==> src/rtl/enc8_3_rr_pkg.sv <==
// ============================================================================
//  Module  : enc_pkg
//  Brief   : Shared widths, vector types and state encoding for enc8_3_rr.
//  Rev     : 1.0  initial release
// ============================================================================
`default_nettype none

package enc_pkg;

    localparam int ENC_N     = 8;
    localparam int ENC_IDX_W = 3;

    typedef logic [ENC_IDX_W-1:0] enc_idx_t;
    typedef logic [ENC_N-1:0]     enc_vec_t;

    // EMPTY/HOLD is exactly grant_valid, so the encoding is one bit wide.
    typedef enum logic [0:0] {
        ST_EMPTY = 1'b0,
        ST_HOLD  = 1'b1
    } enc_state_t;

endpackage : enc_pkg

`default_nettype wire

==> src/rtl/enc8_3_rr_if.sv <==
// ============================================================================
//  Module  : enc8_3_rr_if
//  Brief   : Request/grant handshake bundle between requesters and enc8_3_rr.
//  Rev     : 1.0  initial release
// ============================================================================
`default_nettype none

interface enc8_3_rr_if #(
    parameter int N     = enc_pkg::ENC_N,
    parameter int IDX_W = $clog2(N)
);

    logic [N-1:0]     req;
    logic             grant_ready;
    logic             grant_valid;
    logic [IDX_W-1:0] grant_idx;
    logic [N-1:0]     grant_onehot;
    logic [IDX_W-1:0] rr_ptr;

    modport master (
        output req,
        output grant_ready,
        input  grant_valid,
        input  grant_idx,
        input  grant_onehot,
        input  rr_ptr
    );

    modport slave (
        input  req,
        input  grant_ready,
        output grant_valid,
        output grant_idx,
        output grant_onehot,
        output rr_ptr
    );

endinterface : enc8_3_rr_if

`default_nettype wire

==> src/rtl/enc8_3_rr_pick.sv <==
// ============================================================================
//  Module  : rr_pick
//  Brief   : Combinational wrap-around first-set scan of req starting at i_start.
//  Rev     : 1.0  initial release
// ============================================================================
`default_nettype none

module rr_pick #(
    parameter int N     = enc_pkg::ENC_N,
    parameter int IDX_W = $clog2(N)
) (
    input  wire logic [N-1:0]     i_req,
    input  wire logic [IDX_W-1:0] i_start,
    output logic      [IDX_W-1:0] o_idx,
    output logic                  o_found
);

    logic [2*N-1:0] w_mask;
    logic [2*N-1:0] w_dbl;

    // Upper copy supplies the wrapped part of the search; lower copy is masked
    // below the start, so the lowest set bit is the next requester from i_start.
    assign w_mask  = {(2*N){1'b1}} << i_start;
    assign w_dbl   = {i_req, i_req} & w_mask;
    assign o_found = |i_req;

    always_comb begin
        o_idx = '0;
        for (int j = 2*N-1; j >= 0; j--) begin
            if (w_dbl[j]) begin
                o_idx = IDX_W'(j);
            end
        end
    end

endmodule : rr_pick

`default_nettype wire

==> src/rtl/enc8_3_rr.sv <==
// ============================================================================
//  Module  : enc8_3_rr
//  Brief   : Round-robin N-to-log2(N) request encoder with registered grant and
//            valid/ready handshake. ENC8_3_FIXED_PRI_EN selects fixed priority.
//  Rev     : 1.0  initial release
// ============================================================================
`default_nettype none

module enc8_3_rr
    import enc_pkg::*;
#(
    parameter int N     = ENC_N,
    parameter int IDX_W = $clog2(N)
) (
    input  wire logic  clk,
    input  wire logic  reset,
    enc8_3_rr_if.slave bus
);

    enc_state_t       r_state;
    enc_state_t       w_state_nxt;
    logic [IDX_W-1:0] r_idx;
    logic [IDX_W-1:0] w_idx_nxt;
    logic [N-1:0]     r_onehot;
    logic [N-1:0]     w_onehot_nxt;

    logic             w_valid;
    logic             w_accept;
    logic             w_load;
    logic [IDX_W-1:0] w_start;
    logic [IDX_W-1:0] w_win;
    logic             w_found;

    assign w_valid  = (r_state == ST_HOLD);
    assign w_accept = w_valid & bus.grant_ready;
    assign w_load   = ~w_valid | bus.grant_ready;

`ifdef ENC8_3_FIXED_PRI_EN
    assign w_start    = '0;
    assign bus.rr_ptr = '0;
`else
    logic [IDX_W-1:0] r_ptr;

    always_ff @(posedge clk) begin
        if (reset) begin
            r_ptr <= '0;
        end else if (w_accept) begin
            r_ptr <= r_idx + IDX_W'(1);
        end
    end

    // The just-accepted index moves to the back of the queue immediately,
    // without waiting for r_ptr to catch up.
    assign w_start    = w_accept ? (r_idx + IDX_W'(1)) : r_ptr;
    assign bus.rr_ptr = r_ptr;
`endif

    rr_pick #(
        .N     (N),
        .IDX_W (IDX_W)
    ) u_pick (
        .i_req   (bus.req),
        .i_start (w_start),
        .o_idx   (w_win),
        .o_found (w_found)
    );

    always_comb begin
        w_state_nxt  = r_state;
        w_idx_nxt    = r_idx;
        w_onehot_nxt = r_onehot;
        if (w_load) begin
            if (w_found) begin
                w_state_nxt         = ST_HOLD;
                w_idx_nxt           = w_win;
                w_onehot_nxt        = '0;
                w_onehot_nxt[w_win] = 1'b1;
            end else begin
                w_state_nxt  = ST_EMPTY;
                w_onehot_nxt = '0;
            end
        end
    end

    always_ff @(posedge clk) begin
        if (reset) begin
            r_state  <= ST_EMPTY;
            r_idx    <= '0;
            r_onehot <= '0;
        end else begin
            r_state  <= w_state_nxt;
            r_idx    <= w_idx_nxt;
            r_onehot <= w_onehot_nxt;
        end
    end

    assign bus.grant_valid  = w_valid;
    assign bus.grant_idx    = r_idx;
    assign bus.grant_onehot = r_onehot;

endmodule : enc8_3_rr

`default_nettype wire

==> src/flat_wrapper.sv <==
// flat-port wrapper written by rule: the top's interface ports become plain ports
module enc8_3_rr_flat import enc_pkg::*;
#(
    parameter int N     = ENC_N,
    parameter int IDX_W = $clog2(N)
)
  (clk, reset, bus_req, bus_grant_ready, bus_grant_valid, bus_grant_idx, bus_grant_onehot, bus_rr_ptr);
  enc8_3_rr_if #(.N(N), .IDX_W(IDX_W)) bus_i ();
  input  wire logic clk;
  input  wire logic reset;
  input wire logic [$bits(bus_i.req)-1:0] bus_req;
  input wire logic [$bits(bus_i.grant_ready)-1:0] bus_grant_ready;
  output wire logic [$bits(bus_i.grant_valid)-1:0] bus_grant_valid;
  output wire logic [$bits(bus_i.grant_idx)-1:0] bus_grant_idx;
  output wire logic [$bits(bus_i.grant_onehot)-1:0] bus_grant_onehot;
  output wire logic [$bits(bus_i.rr_ptr)-1:0] bus_rr_ptr;
  assign bus_i.req = bus_req;
  assign bus_i.grant_ready = bus_grant_ready;
  assign bus_grant_valid = bus_i.grant_valid;
  assign bus_grant_idx = bus_i.grant_idx;
  assign bus_grant_onehot = bus_i.grant_onehot;
  assign bus_rr_ptr = bus_i.rr_ptr;
  enc8_3_rr #(.N(N), .IDX_W(IDX_W)) u_core (.clk(clk), .reset(reset), .bus(bus_i));
endmodule
==> config.mk <==
export PLATFORM = sky130hd
export DESIGN_NAME = enc8_3_rr_flat
export DESIGN_NICKNAME = d
export VERILOG_FILES = /design/src/rtl/enc8_3_rr_pkg.sv /design/src/rtl/enc8_3_rr_if.sv /design/src/rtl/enc8_3_rr_pick.sv /design/src/rtl/enc8_3_rr.sv /design/src/flat_wrapper.sv
export SDC_FILE = /design/constraint.sdc
export NUM_CORES = 1
export LEC_CHECK = 0
export CAP_MARGIN = 40
export CORE_ASPECT_RATIO = 1.1
export CORE_MARGIN = 3
export CORE_UTILIZATION = 50
export DETAILED_ROUTE_END_ITERATION = 12
export HOLD_SLACK_MARGIN = 0.06
export PLACE_DENSITY = 0.86
export SLEW_MARGIN = 20
export SYNTH_ARGS = -nofsm -noshare
export SYNTH_HDL_FRONTEND = slang
export SYNTH_SLANG_ARGS = --single-unit
==> constraint.sdc <==
create_clock -name clk -period 3.2 [get_ports clk]
set_input_delay 0.32 -clock clk [delete_from_list [all_inputs] [get_ports clk]]
set_output_delay 0.32 -clock clk [all_outputs]
set_load 0.02 [all_outputs]
==> reports/metrics.cfg <==
[outcome]
status = complete, no violations

[synth]
synth.area.top_cells = dfxtp_1, a21oi_1, nand2_1, nor2_1, a22oi_1
synth-main-ff-cell = dfxtp_1
synth.most_common_cell = dfxtp_1
synth_cell_types = 41
synth_area_um2 = 930
synth-edff-count = 0
syn_nets = 121
synth_top_area_share_pct = 32.3
postSynthRegisterBits = 15
ys_warn_count = 0
syn_inst = 109
avgSynthCellArea_um2 = 8.53
ys_seq_area_share_pct = 32.3
async_reset_ff_share_pct = 0
synth_top_area_cell = dfxtp_1
synth_common_cells = dfxtp_1, nand2_1, nor2_1, a21oi_1, inv_1

[worst_setup_path]
worst_ep_required_time_ns = 3.39
crit_path_end_kind = flip-flop
reg2reg_from = u_core.bus.grant_idx[0]$_SDFFE_PP0P_
reg2reg_to = u_core.bus.grant_onehot[2]$_SDFFE_PP0N_
critPathMaxStageDelay_ns = 0.47
worstSetupPathType = reg2reg
cp.arrival_ns = 2.47
rrSetupSlack_ns = 0.92
crit_fanout = 8
r2r_cells = 7
cp-start-kind = flip-flop
path_cells = ha_1 > and3_1 > a22oi_1 > a32oi_1 > a22oi_4 > nor2_1 > a32o_1
crit_path_top_delay_cell = dfxtp_1

[sta]
slew_violations = 0
fmax_mhz = 439
setup_viol = 0
fin_crit_sh_pct = 71.1
period_minus_slack_ns = 2.28
fin_tns_setup_ns = 0
tightest_slew_ns = 0.788
rsz0062_at_grt = false
final-hold-violation-count = 0
slew_headroom_pct = 47.4
finClkSkew_ns = 0.0123

[worst_hold_path]
min_path_cells = 2
hold_class = reg2reg
hold_start = u_core.bus.grant_onehot[6]$_SDFFE_PP0N_
min_to = u_core.bus.grant_onehot[6]$_SDFFE_PP0N_

[floorplan]
die_w_um = 47.1
ios = 26
dieArea_um2 = 2410
die_y_um = 51.2
rows = 15
core_region_area_um2 = 1650
initial_core_util_pct = 56.3

[finish]
drive_gt1_share_pct = 13.2
final_area_um2 = 1220
area_delta_synth_final_pct = 31.4
n_fill_cell = 127
nets = 149
diodes = 0

[clocking]
numCtsBuffers = 3
clkSlewWorstSetupHoldPaths_ns = 0.09
clock_path_buffers = 2
clk_latency_ns = 0.30
postCtsSetupBuffers = 0
cts.sinks = 15
cts_max_level = 1
cts_tree = yes
cts_root_buffer = clkbuf_4
ctsResizeCount = 0
hold_buffers = 0

[grt]
grt_pass1_wl_um = 3960
overflow = 0
globalRouteTotalUtil_pct = 22.4
antenna_found_initial = 0
grt_max_degree = 16
grt_pass1_vias = 860

[drt]
ant_nets = 0
routedWlPerCell_um = 15.4
first_pass_iters = 4
via_count = 959
dr.first_iter.drc_count = 38
drcViolationCount = 0
viasPerCell = 6.27
wl_um = 2360

[job]
max_cap_viol_count = 0

[place]
placed_area_um2 = 1190
io_buffers = 25
hpwl_um = 1760
gp_congestion = 0.893

[power_and_ir_drop]
swShare_pct = 33.8
share_comb_of_total_power_pct = 30.6
power_frac_seq_pct = 44.5
power_density_nw_per_um2 = 382
p_leak_nw = 0.471
clockPowerShare_pct = 24.9
ir_drop_mv = 0.258
internal_power_uw = 309
p_switching_uw = 158

## metrics by stage
stage	setup WS (ns)	total power, mW	hold WS (ns)	util [%]	cells
after CTS	0.919	0.464	0.459	73.9	153
after floorplan	1.10	0.297	0.389	-	109
after global routing	0.787	0.486	0.513	73.9	153
after global placement	0.845	0.351	0.444	72.3	149
final	0.924	0.467	0.457	73.9	153
after detailed placement	0.794	0.353	0.445	72.3	149
## sequential cells by signal, summed over array words and instances, names as in the netlist
register                 flops
u_core.bus.grant_valid       1
u_core.bus.grant_idx         3
u_core.bus.rr_ptr            3
u_core.bus.grant_onehot      8
## metal layers
metal | track usage [%] | vias to the layer above | wire, µm
met5 | 0 | - | 0
met3 | 3.87 | 8 | 178
met2 | 34.8 | 43 | 1140
met1 | 29.7 | 446 | 993
li1 | - | 462 | -
met4 | 9.22 | 0 | 43
## worst max-delay path by stage
| stage | from | end | slack (ns) |
|---|---|---|---|
| floorplan | u_core.bus.grant_idx[0]$_SDFFE_PP0P_ | u_core.bus.grant_onehot[2]$_SDFFE_PP0N_ | 1.10 |
| global placement | bus_grant_ready | u_core.bus.grant_onehot[2]$_SDFFE_PP0N_ | 0.84 |
| detailed placement | bus_grant_ready | u_core.bus.grant_onehot[2]$_SDFFE_PP0N_ | 0.79 |
| CTS | u_core.bus.grant_idx[0]$_SDFFE_PP0P_ | u_core.bus.grant_onehot[2]$_SDFFE_PP0N_ | 0.92 |
| global route | u_core.bus.grant_idx[0]$_SDFFE_PP0P_ | u_core.bus.grant_onehot[2]$_SDFFE_PP0N_ | 0.79 |
| finish | u_core.bus.grant_idx[0]$_SDFFE_PP0P_ | u_core.bus.grant_onehot[2]$_SDFFE_PP0N_ | 0.92 |
## critical path: cells and delay by family, from the launching register on
kind | cells | cell delay (ns)
flip-flops | 1 | 0.47
AO/OA/AOI/OAI | 4 | 1.10
adder cells (fa/ha/maj) | 1 | 0.30
AND/OR/NAND/NOR | 2 | 0.31
## cell type report
class	instances	area (µm²)	share of cell area [%]
well taps	17	21.3	1.74
repair buffers	25	250	20.5
flip-flops and latches	15	300	24.6
multi-input cells	86	599	49.1
clock inverters	1	5.00	0.410
inverters	6	22.5	1.84
clock buffers	3	22.5	1.84
## placed cells by master, fill, tap and decap left out, types with 3 or more instances in the layout
cell type | synthesis | final
nand2b_1 | 3 | 3
clkdlybuf4s50_1 | 0 | 25
o21ai_0 | 3 | 3
nand2_1 | 12 | 12
nand4_1 | 3 | 3
inv_1 | 6 | 6
nor2_1 | 11 | 11
dfxtp_1 | 15 | 15
clkbuf_4 | 0 | 3
a22oi_1 | 4 | 4
a21oi_1 | 10 | 10
## cell families after synthesis
| group | synth area share [%] |
|---|---|
| multiplexers | 2.42 |
| buffers and inverters | 3.23 |
| AO/OA/AOI/OAI | 35.5 |
| flip-flops | 32.3 |
| XOR/XNOR | 1.75 |
| AND/OR/NAND/NOR | 23.4 |
| adder cells (fa/ha/maj) | 1.35 |
## power groups by stage
stage                     combinational [mW]  sequential [mW]  clock (mW)
after CTS                              0.142            0.208       0.114
final                                  0.143            0.208       0.116
after global routing                   0.154            0.210       0.122
after global placement                 0.140            0.211           0
after floorplan                       0.0732            0.224           0
after detailed placement               0.141            0.212           0
No activity file was read; power rests on OpenSTA's default activity.
